--- src/rtl/ser_bus_master_pkg.sv ---
// ser_bus_pkg: shared constants and state encoding for ser_bus_master.
//   CMD_*  : host command bytes
//   RSP_*  : single-byte responses
//   state_e: master FSM states
package ser_bus_pkg;
  localparam logic [7:0] CMD_WRITE = 8'h57;
  localparam logic [7:0] CMD_READ  = 8'h52;
  localparam logic [7:0] CMD_SYNC  = 8'h53;
  localparam logic [7:0] RSP_ACK   = 8'h06;
  localparam logic [7:0] RSP_NAK   = 8'h15;

  typedef enum logic [1:0] {IDLE, ARG, MEM, RESP} state_e;
endpackage

--- src/rtl/ser_bus_master_if.sv ---
// ser_bus_master_if: byte link (rx/tx) plus native memory bus of the
// serial bus master.
//   master modport: the bridge (drives rx_ready, tx_*, mem_valid/addr/wdata/wstrb, busy)
//   slave modport : byte source/sink and memory responder side
interface ser_bus_master_if;
  logic [7:0]  rx_data;
  logic        rx_valid;
  logic        rx_ready;
  logic [7:0]  tx_data;
  logic        tx_valid;
  logic        tx_ready;
  logic        mem_valid;
  logic        mem_ready;
  logic [31:0] mem_addr;
  logic [31:0] mem_wdata;
  logic [3:0]  mem_wstrb;
  logic [31:0] mem_rdata;
  logic        busy;

  modport master (
    input  rx_data, rx_valid, tx_ready, mem_ready, mem_rdata,
    output rx_ready, tx_data, tx_valid, mem_valid, mem_addr, mem_wdata, mem_wstrb, busy
  );
  modport slave (
    output rx_data, rx_valid, tx_ready, mem_ready, mem_rdata,
    input  rx_ready, tx_data, tx_valid, mem_valid, mem_addr, mem_wdata, mem_wstrb, busy
  );
endinterface

--- src/rtl/ser_bus_master_byte_shift32.sv ---
// byte_shift32: 32-bit LSB-first byte shift register.
//   clk_24, reset : clock, synchronous active-high reset (clears to 0)
//   i_load/i_load_val : parallel load (wins over shift)
//   i_shift/i_byte    : shift right one byte, i_byte enters at [31:24]
//   o_q               : register contents; [7:0] is the next byte out
module byte_shift32 (
  input  logic        clk_24,
  input  logic        reset,
  input  logic        i_load,
  input  logic [31:0] i_load_val,
  input  logic        i_shift,
  input  logic [7:0]  i_byte,
  output logic [31:0] o_q
);
  logic [31:0] r_q;

  always_ff @(posedge clk_24) begin
    if (reset)        r_q <= '0;
    else if (i_load)  r_q <= i_load_val;
    else if (i_shift) r_q <= {i_byte, r_q[31:8]};
  end

  assign o_q = r_q;
endmodule

--- src/rtl/ser_bus_master.sv ---
// ser_bus_master: byte-stream driven initiator for the native memory bus.
//   clk_24 : system clock
//   reset  : synchronous, active-high
//   bus    : ser_bus_master_if.master (rx byte in, tx byte out, memory bus, busy)
// Frames: 'W' a0..a3 d0..d3 -> write, ACK; 'R' a0..a3 -> read, 4 data
// bytes; 'S' -> ACK; anything else -> NAK. A bus request that sees no
// ready within TIMEOUT_CYCLES is abandoned with a NAK.
module ser_bus_master
  import ser_bus_pkg::*;
#(
  parameter int TIMEOUT_CYCLES = 1024
) (
  input  logic             clk_24,
  input  logic             reset,
  ser_bus_master_if.master bus
);
  localparam int TW = (TIMEOUT_CYCLES > 0) ? $clog2(TIMEOUT_CYCLES + 1) : 1;
  localparam logic [TW-1:0] TO_SAT  = (TIMEOUT_CYCLES > 0) ? TW'(TIMEOUT_CYCLES) : {TW{1'b1}};
  localparam logic [TW-1:0] TO_LAST = TW'(TIMEOUT_CYCLES - 1);

  state_e      r_state, w_next;
  logic [2:0]  r_arg_cnt;
  logic        r_is_wr;
  logic [1:0]  r_tx_left;     // bytes still to send after the current one
  logic [TW-1:0] r_to_cnt;
  logic [31:0] r_mem_addr;
  logic [3:0]  r_mem_wstrb;

  logic        w_rx_ready, w_tx_valid, w_mem_valid;
  logic        w_rx_fire, w_tx_fire, w_arg_last, w_timeout, w_is_cmd;
  logic [31:0] w_asm_q, w_ser_q, w_ser_load_val;
  logic        w_ser_load;
  logic        w_unused_ser;

  assign w_rx_fire  = w_rx_ready & bus.rx_valid;
  assign w_tx_fire  = w_tx_valid & bus.tx_ready;
  assign w_is_cmd   = (bus.rx_data == CMD_WRITE) || (bus.rx_data == CMD_READ);
  assign w_arg_last = (r_arg_cnt == (r_is_wr ? 3'd7 : 3'd3));
  assign w_timeout  = (TIMEOUT_CYCLES != 0) && (r_to_cnt == TO_LAST);

  // State register
  always_ff @(posedge clk_24) begin
    if (reset) r_state <= IDLE;
    else       r_state <= w_next;
  end

  // Next state; a ready in the last allowed cycle beats the timeout
  always_comb begin
    w_next = r_state;
    case (r_state)
      IDLE:    if (w_rx_fire) w_next = w_is_cmd ? ARG : RESP;
      ARG:     if (w_rx_fire && w_arg_last) w_next = MEM;
      MEM:     if (bus.mem_ready || w_timeout) w_next = RESP;
      RESP:    if (w_tx_fire && r_tx_left == 2'd0) w_next = IDLE;
      default: w_next = IDLE;
    endcase
  end

  // Outputs decoded from state; rx_ready held low while reset is asserted
  always_comb begin
    w_rx_ready  = !reset && (r_state == IDLE || r_state == ARG);
    w_tx_valid  = (r_state == RESP);
    w_mem_valid = (r_state == MEM);
  end

  // What the serializer is loaded with on entry to RESP
  always_comb begin
    w_ser_load     = 1'b0;
    w_ser_load_val = {24'h0, RSP_NAK};
    case (r_state)
      IDLE: if (w_rx_fire && !w_is_cmd) begin
        w_ser_load     = 1'b1;
        w_ser_load_val = {24'h0, (bus.rx_data == CMD_SYNC) ? RSP_ACK : RSP_NAK};
      end
      MEM: if (bus.mem_ready) begin
        w_ser_load     = 1'b1;
        w_ser_load_val = r_is_wr ? {24'h0, RSP_ACK} : bus.mem_rdata;
      end else if (w_timeout) begin
        w_ser_load     = 1'b1;
      end
      default: ;
    endcase
  end

  always_ff @(posedge clk_24) begin
    if (reset) begin
      r_arg_cnt   <= '0;
      r_is_wr     <= 1'b0;
      r_tx_left   <= '0;
      r_to_cnt    <= '0;
      r_mem_addr  <= '0;
      r_mem_wstrb <= '0;
    end else begin
      case (r_state)
        IDLE: if (w_rx_fire) begin
          r_is_wr   <= (bus.rx_data == CMD_WRITE);
          r_arg_cnt <= '0;
          r_tx_left <= '0;
        end
        ARG: if (w_rx_fire) begin
          r_arg_cnt <= r_arg_cnt + 3'd1;
          // Fourth argument byte completes the address; low 2 bits dropped
          if (r_arg_cnt == 3'd3) r_mem_addr <= {bus.rx_data, w_asm_q[31:10], 2'b00};
          if (w_arg_last) begin
            r_mem_wstrb <= r_is_wr ? 4'hF : 4'h0;
            r_to_cnt    <= '0;
          end
        end
        MEM: begin
          if (r_to_cnt != TO_SAT) r_to_cnt <= r_to_cnt + 1'b1;
          if (bus.mem_ready)  r_tx_left <= r_is_wr ? 2'd0 : 2'd3;
          else if (w_timeout) r_tx_left <= 2'd0;
        end
        RESP: if (w_tx_fire && r_tx_left != 2'd0) r_tx_left <= r_tx_left - 2'd1;
        default: ;
      endcase
    end
  end

  // Argument assembly: after a 'W' frame the last 4 bytes are the write
  // data, and nothing shifts during MEM so wdata stays stable.
  byte_shift32 u_asm (
    .clk_24(clk_24), .reset(reset),
    .i_load(1'b0), .i_load_val(32'h0),
    .i_shift(w_rx_fire && r_state == ARG), .i_byte(bus.rx_data),
    .o_q(w_asm_q)
  );

  // Response serializer: tx_data is the low byte; shifts only on accept
  byte_shift32 u_ser (
    .clk_24(clk_24), .reset(reset),
    .i_load(w_ser_load), .i_load_val(w_ser_load_val),
    .i_shift(w_tx_fire), .i_byte(8'h00),
    .o_q(w_ser_q)
  );

  // Upper serializer bits are only ever shifted down, never read directly
  assign w_unused_ser = |w_ser_q[31:8];

  assign bus.rx_ready  = w_rx_ready;
  assign bus.tx_valid  = w_tx_valid;
  assign bus.tx_data   = w_ser_q[7:0];
  assign bus.mem_valid = w_mem_valid;
  assign bus.mem_addr  = r_mem_addr;
  assign bus.mem_wdata = w_asm_q;
  assign bus.mem_wstrb = r_mem_wstrb;
  assign bus.busy      = (r_state != IDLE);
endmodule

--- src/flat_wrapper.sv ---
// flat-port wrapper written by rule: the top's interface ports become plain ports
module ser_bus_master_flat import ser_bus_pkg::*;
#(
  parameter int TIMEOUT_CYCLES = 1024
)
  (clk_24, reset, bus_rx_data, bus_rx_valid, bus_tx_ready, bus_mem_ready, bus_mem_rdata, bus_rx_ready, bus_tx_data, bus_tx_valid, bus_mem_valid, bus_mem_addr, bus_mem_wdata, bus_mem_wstrb, bus_busy);
  ser_bus_master_if bus_i ();
  input  logic clk_24;
  input  logic reset;
  input wire logic [$bits(bus_i.rx_data)-1:0] bus_rx_data;
  input wire logic [$bits(bus_i.rx_valid)-1:0] bus_rx_valid;
  input wire logic [$bits(bus_i.tx_ready)-1:0] bus_tx_ready;
  input wire logic [$bits(bus_i.mem_ready)-1:0] bus_mem_ready;
  input wire logic [$bits(bus_i.mem_rdata)-1:0] bus_mem_rdata;
  output wire logic [$bits(bus_i.rx_ready)-1:0] bus_rx_ready;
  output wire logic [$bits(bus_i.tx_data)-1:0] bus_tx_data;
  output wire logic [$bits(bus_i.tx_valid)-1:0] bus_tx_valid;
  output wire logic [$bits(bus_i.mem_valid)-1:0] bus_mem_valid;
  output wire logic [$bits(bus_i.mem_addr)-1:0] bus_mem_addr;
  output wire logic [$bits(bus_i.mem_wdata)-1:0] bus_mem_wdata;
  output wire logic [$bits(bus_i.mem_wstrb)-1:0] bus_mem_wstrb;
  output wire logic [$bits(bus_i.busy)-1:0] bus_busy;
  assign bus_i.rx_data = bus_rx_data;
  assign bus_i.rx_valid = bus_rx_valid;
  assign bus_i.tx_ready = bus_tx_ready;
  assign bus_i.mem_ready = bus_mem_ready;
  assign bus_i.mem_rdata = bus_mem_rdata;
  assign bus_rx_ready = bus_i.rx_ready;
  assign bus_tx_data = bus_i.tx_data;
  assign bus_tx_valid = bus_i.tx_valid;
  assign bus_mem_valid = bus_i.mem_valid;
  assign bus_mem_addr = bus_i.mem_addr;
  assign bus_mem_wdata = bus_i.mem_wdata;
  assign bus_mem_wstrb = bus_i.mem_wstrb;
  assign bus_busy = bus_i.busy;
  ser_bus_master #(.TIMEOUT_CYCLES(TIMEOUT_CYCLES)) u_core (.clk_24(clk_24), .reset(reset), .bus(bus_i));
endmodule
--- config.mk ---
export PLATFORM = sky130hd
export DESIGN_NAME = ser_bus_master_flat
export DESIGN_NICKNAME = d
export VERILOG_FILES = /design/src/rtl/ser_bus_master_pkg.sv /design/src/rtl/ser_bus_master_if.sv /design/src/rtl/ser_bus_master_byte_shift32.sv /design/src/rtl/ser_bus_master.sv /design/src/flat_wrapper.sv
export SDC_FILE = /design/constraint.sdc
export NUM_CORES = 1
export LEC_CHECK = 0
export ABC_AREA = 1
export BUFFER_PORTS_ARGS = -buffer_cell sky130_fd_sc_hd__buf_2
export CORE_MARGIN = 2
export CORE_UTILIZATION = 48
export CTS_BUF_LIST = sky130_fd_sc_hd__clkbuf_4 sky130_fd_sc_hd__clkbuf_8 sky130_fd_sc_hd__clkbuf_16
export CTS_CLUSTER_DIAMETER = 30
export DETAILED_ROUTE_END_ITERATION = 10
export GPL_ROUTABILITY_DRIVEN = 0
export PLACE_DENSITY = 0.76
export SLEW_MARGIN = 30
export SYNTH_ARGS = -nofsm -noshare
export SYNTH_HDL_FRONTEND = slang
export SYNTH_SLANG_ARGS = --single-unit
--- constraint.sdc ---
create_clock -name clk_24 -period 1.68 [get_ports clk_24]
set_input_delay 0.084 -clock clk_24 [delete_from_list [all_inputs] [get_ports clk_24]]
set_output_delay 0.084 -clock clk_24 [all_outputs]
set_load 0.005 [all_outputs]
==> results.cfg <==
[synth]
synth_edf_count = 0
ys_warn_count = 0
synthArstFlopShare_pct = 0
synth_area_um2 = 5182
synthMuxAreaShare_pct = 0
postSynthAreaPerCell_um2 = 7.489
synth_xor_area_share_pct = 1.352
synth-adder-area-share_pct = 2.414
syn_inst = 692
synth_top_family_by_area = simple AND/OR/NAND/NOR gates
ys_types = 34
synth-simple-area-share_pct = 21.00
synth_ff_type = dfxtp_1
synth_seq_cells = 114
synth-seq-area-share_pct = 44.04
synth_compound_area_share_pct = 20.04

[outcome]
violations = negative setup slack
status = finished, violations left

[final_layout]
nNetsFinal = 916
stdcell_area_um2 = 7136
utilization_pct = 68.50
num_antenna_cells = 0
final_cell_mix = nand2_1 (143), buf_2 (123), dfxtp_1 (110)
final_common_cell = nand2_1
area_growth_pct = 37.69
fillerInstances = 803
layout-drive-gt1-share_pct = 28.72

[floorplan]
ioPinCount = 125
dieArea_um2 = 11640
core_area_um2 = 10420
initial_utilization_pct = 49.75
die_height_um = 107.9
num_rows = 37
die_w_um = 107.9

[global_routing]
grt_pass1_vias = 4896
overflow = 0
grt_usage_pct = 24.77
grt_pass1_wl_mm = 22.80
grt_max_degree = 53
antenna_found_initial = 0

[clock_network]
clkLatencyLatePin_ns = 0.53
htree_levels = 4
cts_tree = built
clockBufferDepth = 2
clock-root-buffer = clkbuf_8
cts_buffers = 17
cts.sinks = 114
path_clk_slew_ns = 0.06

[sta]
max_freq_mhz = 586.4
setup-tns-final_ns = -0.07818
finalHoldViolCount = 0
fin_skew_ns = 0.007756
layout_min_cycle_time_ns = 1.705
timing.final.ws_setup_ns = -0.02525
setup_viol = 6
tightest_slew_ns = 0.6462
slew_headroom_pct = 56.92
drv_slew = 0
fin_crit_sh_pct = 101.5
rsz0062_at_grt = yes

[placement]
io_buffers = 122
pre_cts_slack_ns = -0.04628
placed_area_um2 = 5982
dp_hpwl_mm = 9.227

[critical_path]
path_max_fanout = 7
cp-start-kind = flop
endpoint_kind = flop
crit_arrival_ns = 2.16
crit_type = flop to flop
cp.required_ns = 2.14

[power]
power_per_cell_area_nw_per_um2 = 1214
vdd_drop_max_mv = 0.7201
power_leakage_nw = 3.018

[run]
cap_viol_max_count = 0

[drt]
wl_per_cell_um = 14.12
drt-total-wl_mm = 14.26
antenna_left = 0
dr.pass1.iters = 5
vias_per_cell = 5.132
drcViolationCount = 0
drt_iter0_markers = 299
via_count = 5183

[hold_path]
min_path_type = input port to flop
[flip-flops by register name (all words and copies together), names as in the netlist]
name                  count
u_core.u_ser.o_q         32
u_core.r_is_wr            1
u_core.r_state            2
u_core.r_to_cnt          11
u_core.bus.mem_addr      30
u_core.bus.mem_wstrb      1
u_core.u_asm.o_q         32
u_core.r_arg_cnt          3
u_core.r_tx_left          2
[worst paths after layout]
path	start	slack, ns	end	cells past startpoint
max	u_core.r_state[0]$_SDFFE_PP0P_	-0.03	u_core.u_ser.o_q[27]$_SDFFE_PP0P_	12
min	bus_mem_rdata[1]	0.07	u_core.u_ser.o_q[1]$_SDFFE_PP0P_	7
max reg2reg	u_core.r_state[0]$_SDFFE_PP0P_	-0.03	u_core.u_ser.o_q[27]$_SDFFE_PP0P_	12
min reg2reg	u_core.u_ser.o_q[26]$_SDFFE_PP0P_	0.46	u_core.u_ser.o_q[26]$_SDFFE_PP0P_	2
[through the flow]
stage               power (mW)  hold WS [ns]  instances
global route             9.027       0.07963       1010
CTS                      8.454       0.05512       1005
global placement         4.742        0.3375        934
floorplan                4.212        0.1969        693
detailed placement       4.813        0.3419        934
finish                   8.662       0.07052       1010
[cell usage after synthesis (2+ instances only)]
library cell | instances | area, um^2
ha_1 | 10 | 125.1
buf_6 | 5 | 56.30
nor3_1 | 4 | 20.02
inv_4 | 2 | 12.51
xor2_1 | 4 | 35.03
buf_4 | 19 | 142.6
nand2_1 | 144 | 540.5
a21oi_1 | 77 | 385.4
nand2_2 | 13 | 81.33
a21oi_2 | 11 | 96.34
clkbuf_1 | 18 | 67.56
xnor2_1 | 4 | 35.03
nor2_2 | 3 | 18.77
inv_1 | 66 | 247.7
o21ai_1 | 6 | 30.03
dfxtp_1 | 114 | 2282
nor2_1 | 57 | 214.0
a211oi_1 | 22 | 165.2
o21ai_0 | 71 | 355.3
buf_2 | 7 | 35.03
nor2_4 | 3 | 33.78
nand4_1 | 5 | 31.28
nand3_1 | 16 | 80.08
[worst max-delay path: stages, from the launching register on]
cell and delay (ns):
dfxtp_4 0.39, inv_4 0.05, ha_4 0.16, nor2_4 0.09
nor2_4 0.06, nand2_8 0.10, inv_8 0.05, nand3_4 0.09
nand2_4 0.08, nor2_4 0.20, clkbuf_16 0.19, nand2_2 0.05
a21oi_2 0.11
[per-layer routing]
layer / up-vias / GRT usage [%] / wire length [um]
li1: 2584 / - / -
met1: 2392 / 29.21 / 5841
met2: 168 / 42.09 / 7255
met3: 39 / 6.719 / 757
met4: 0 / 11.08 / 405
met5: - / 0 / 0
[report_power, final]
| group | switching, mW | internal (mW) | total, mW | leakage [nW] |
|---|---|---|---|---|
| clock network | 1.41 | 2.16 | 3.57 | 0.289 |
| registers | 0.143 | 2.90 | 3.05 | 0.923 |
| logic | 1.17 | 0.872 | 2.04 | 1.81 |
[kinds of logic after synthesis]
logic type / after synthesis
buf+inv: 120
flops: 114
xor+xnor: 8
simple gates: 251
compound gates: 188
other cells: 1
fa+ha+maj: 10
[area by class of cell]
cell class	count	area (um^2)	share of cell area (%)
timing repair buffer	200	1385	19.41
clock inverter	15	172.7	2.420
clock buffer	17	414.1	5.804
multi-input combinational	459	2430	34.05
inverter	69	274.0	3.840
sequential	114	2290	32.09
tap	136	170.2	2.385
[what timing repair did]
item | 4_1_cts | 5_1_grt
hold endpoints to repair | 50 | 0
hold buffers | 39 | 0
buffers inserted | 0 | 4
gates cloned | 0 | 1
setup endpoints to repair | 32 | 94
gates resized for setup | 6 | 42
pin swaps | 1 | 12
No activity file was read; power rests on OpenSTA's default activity.
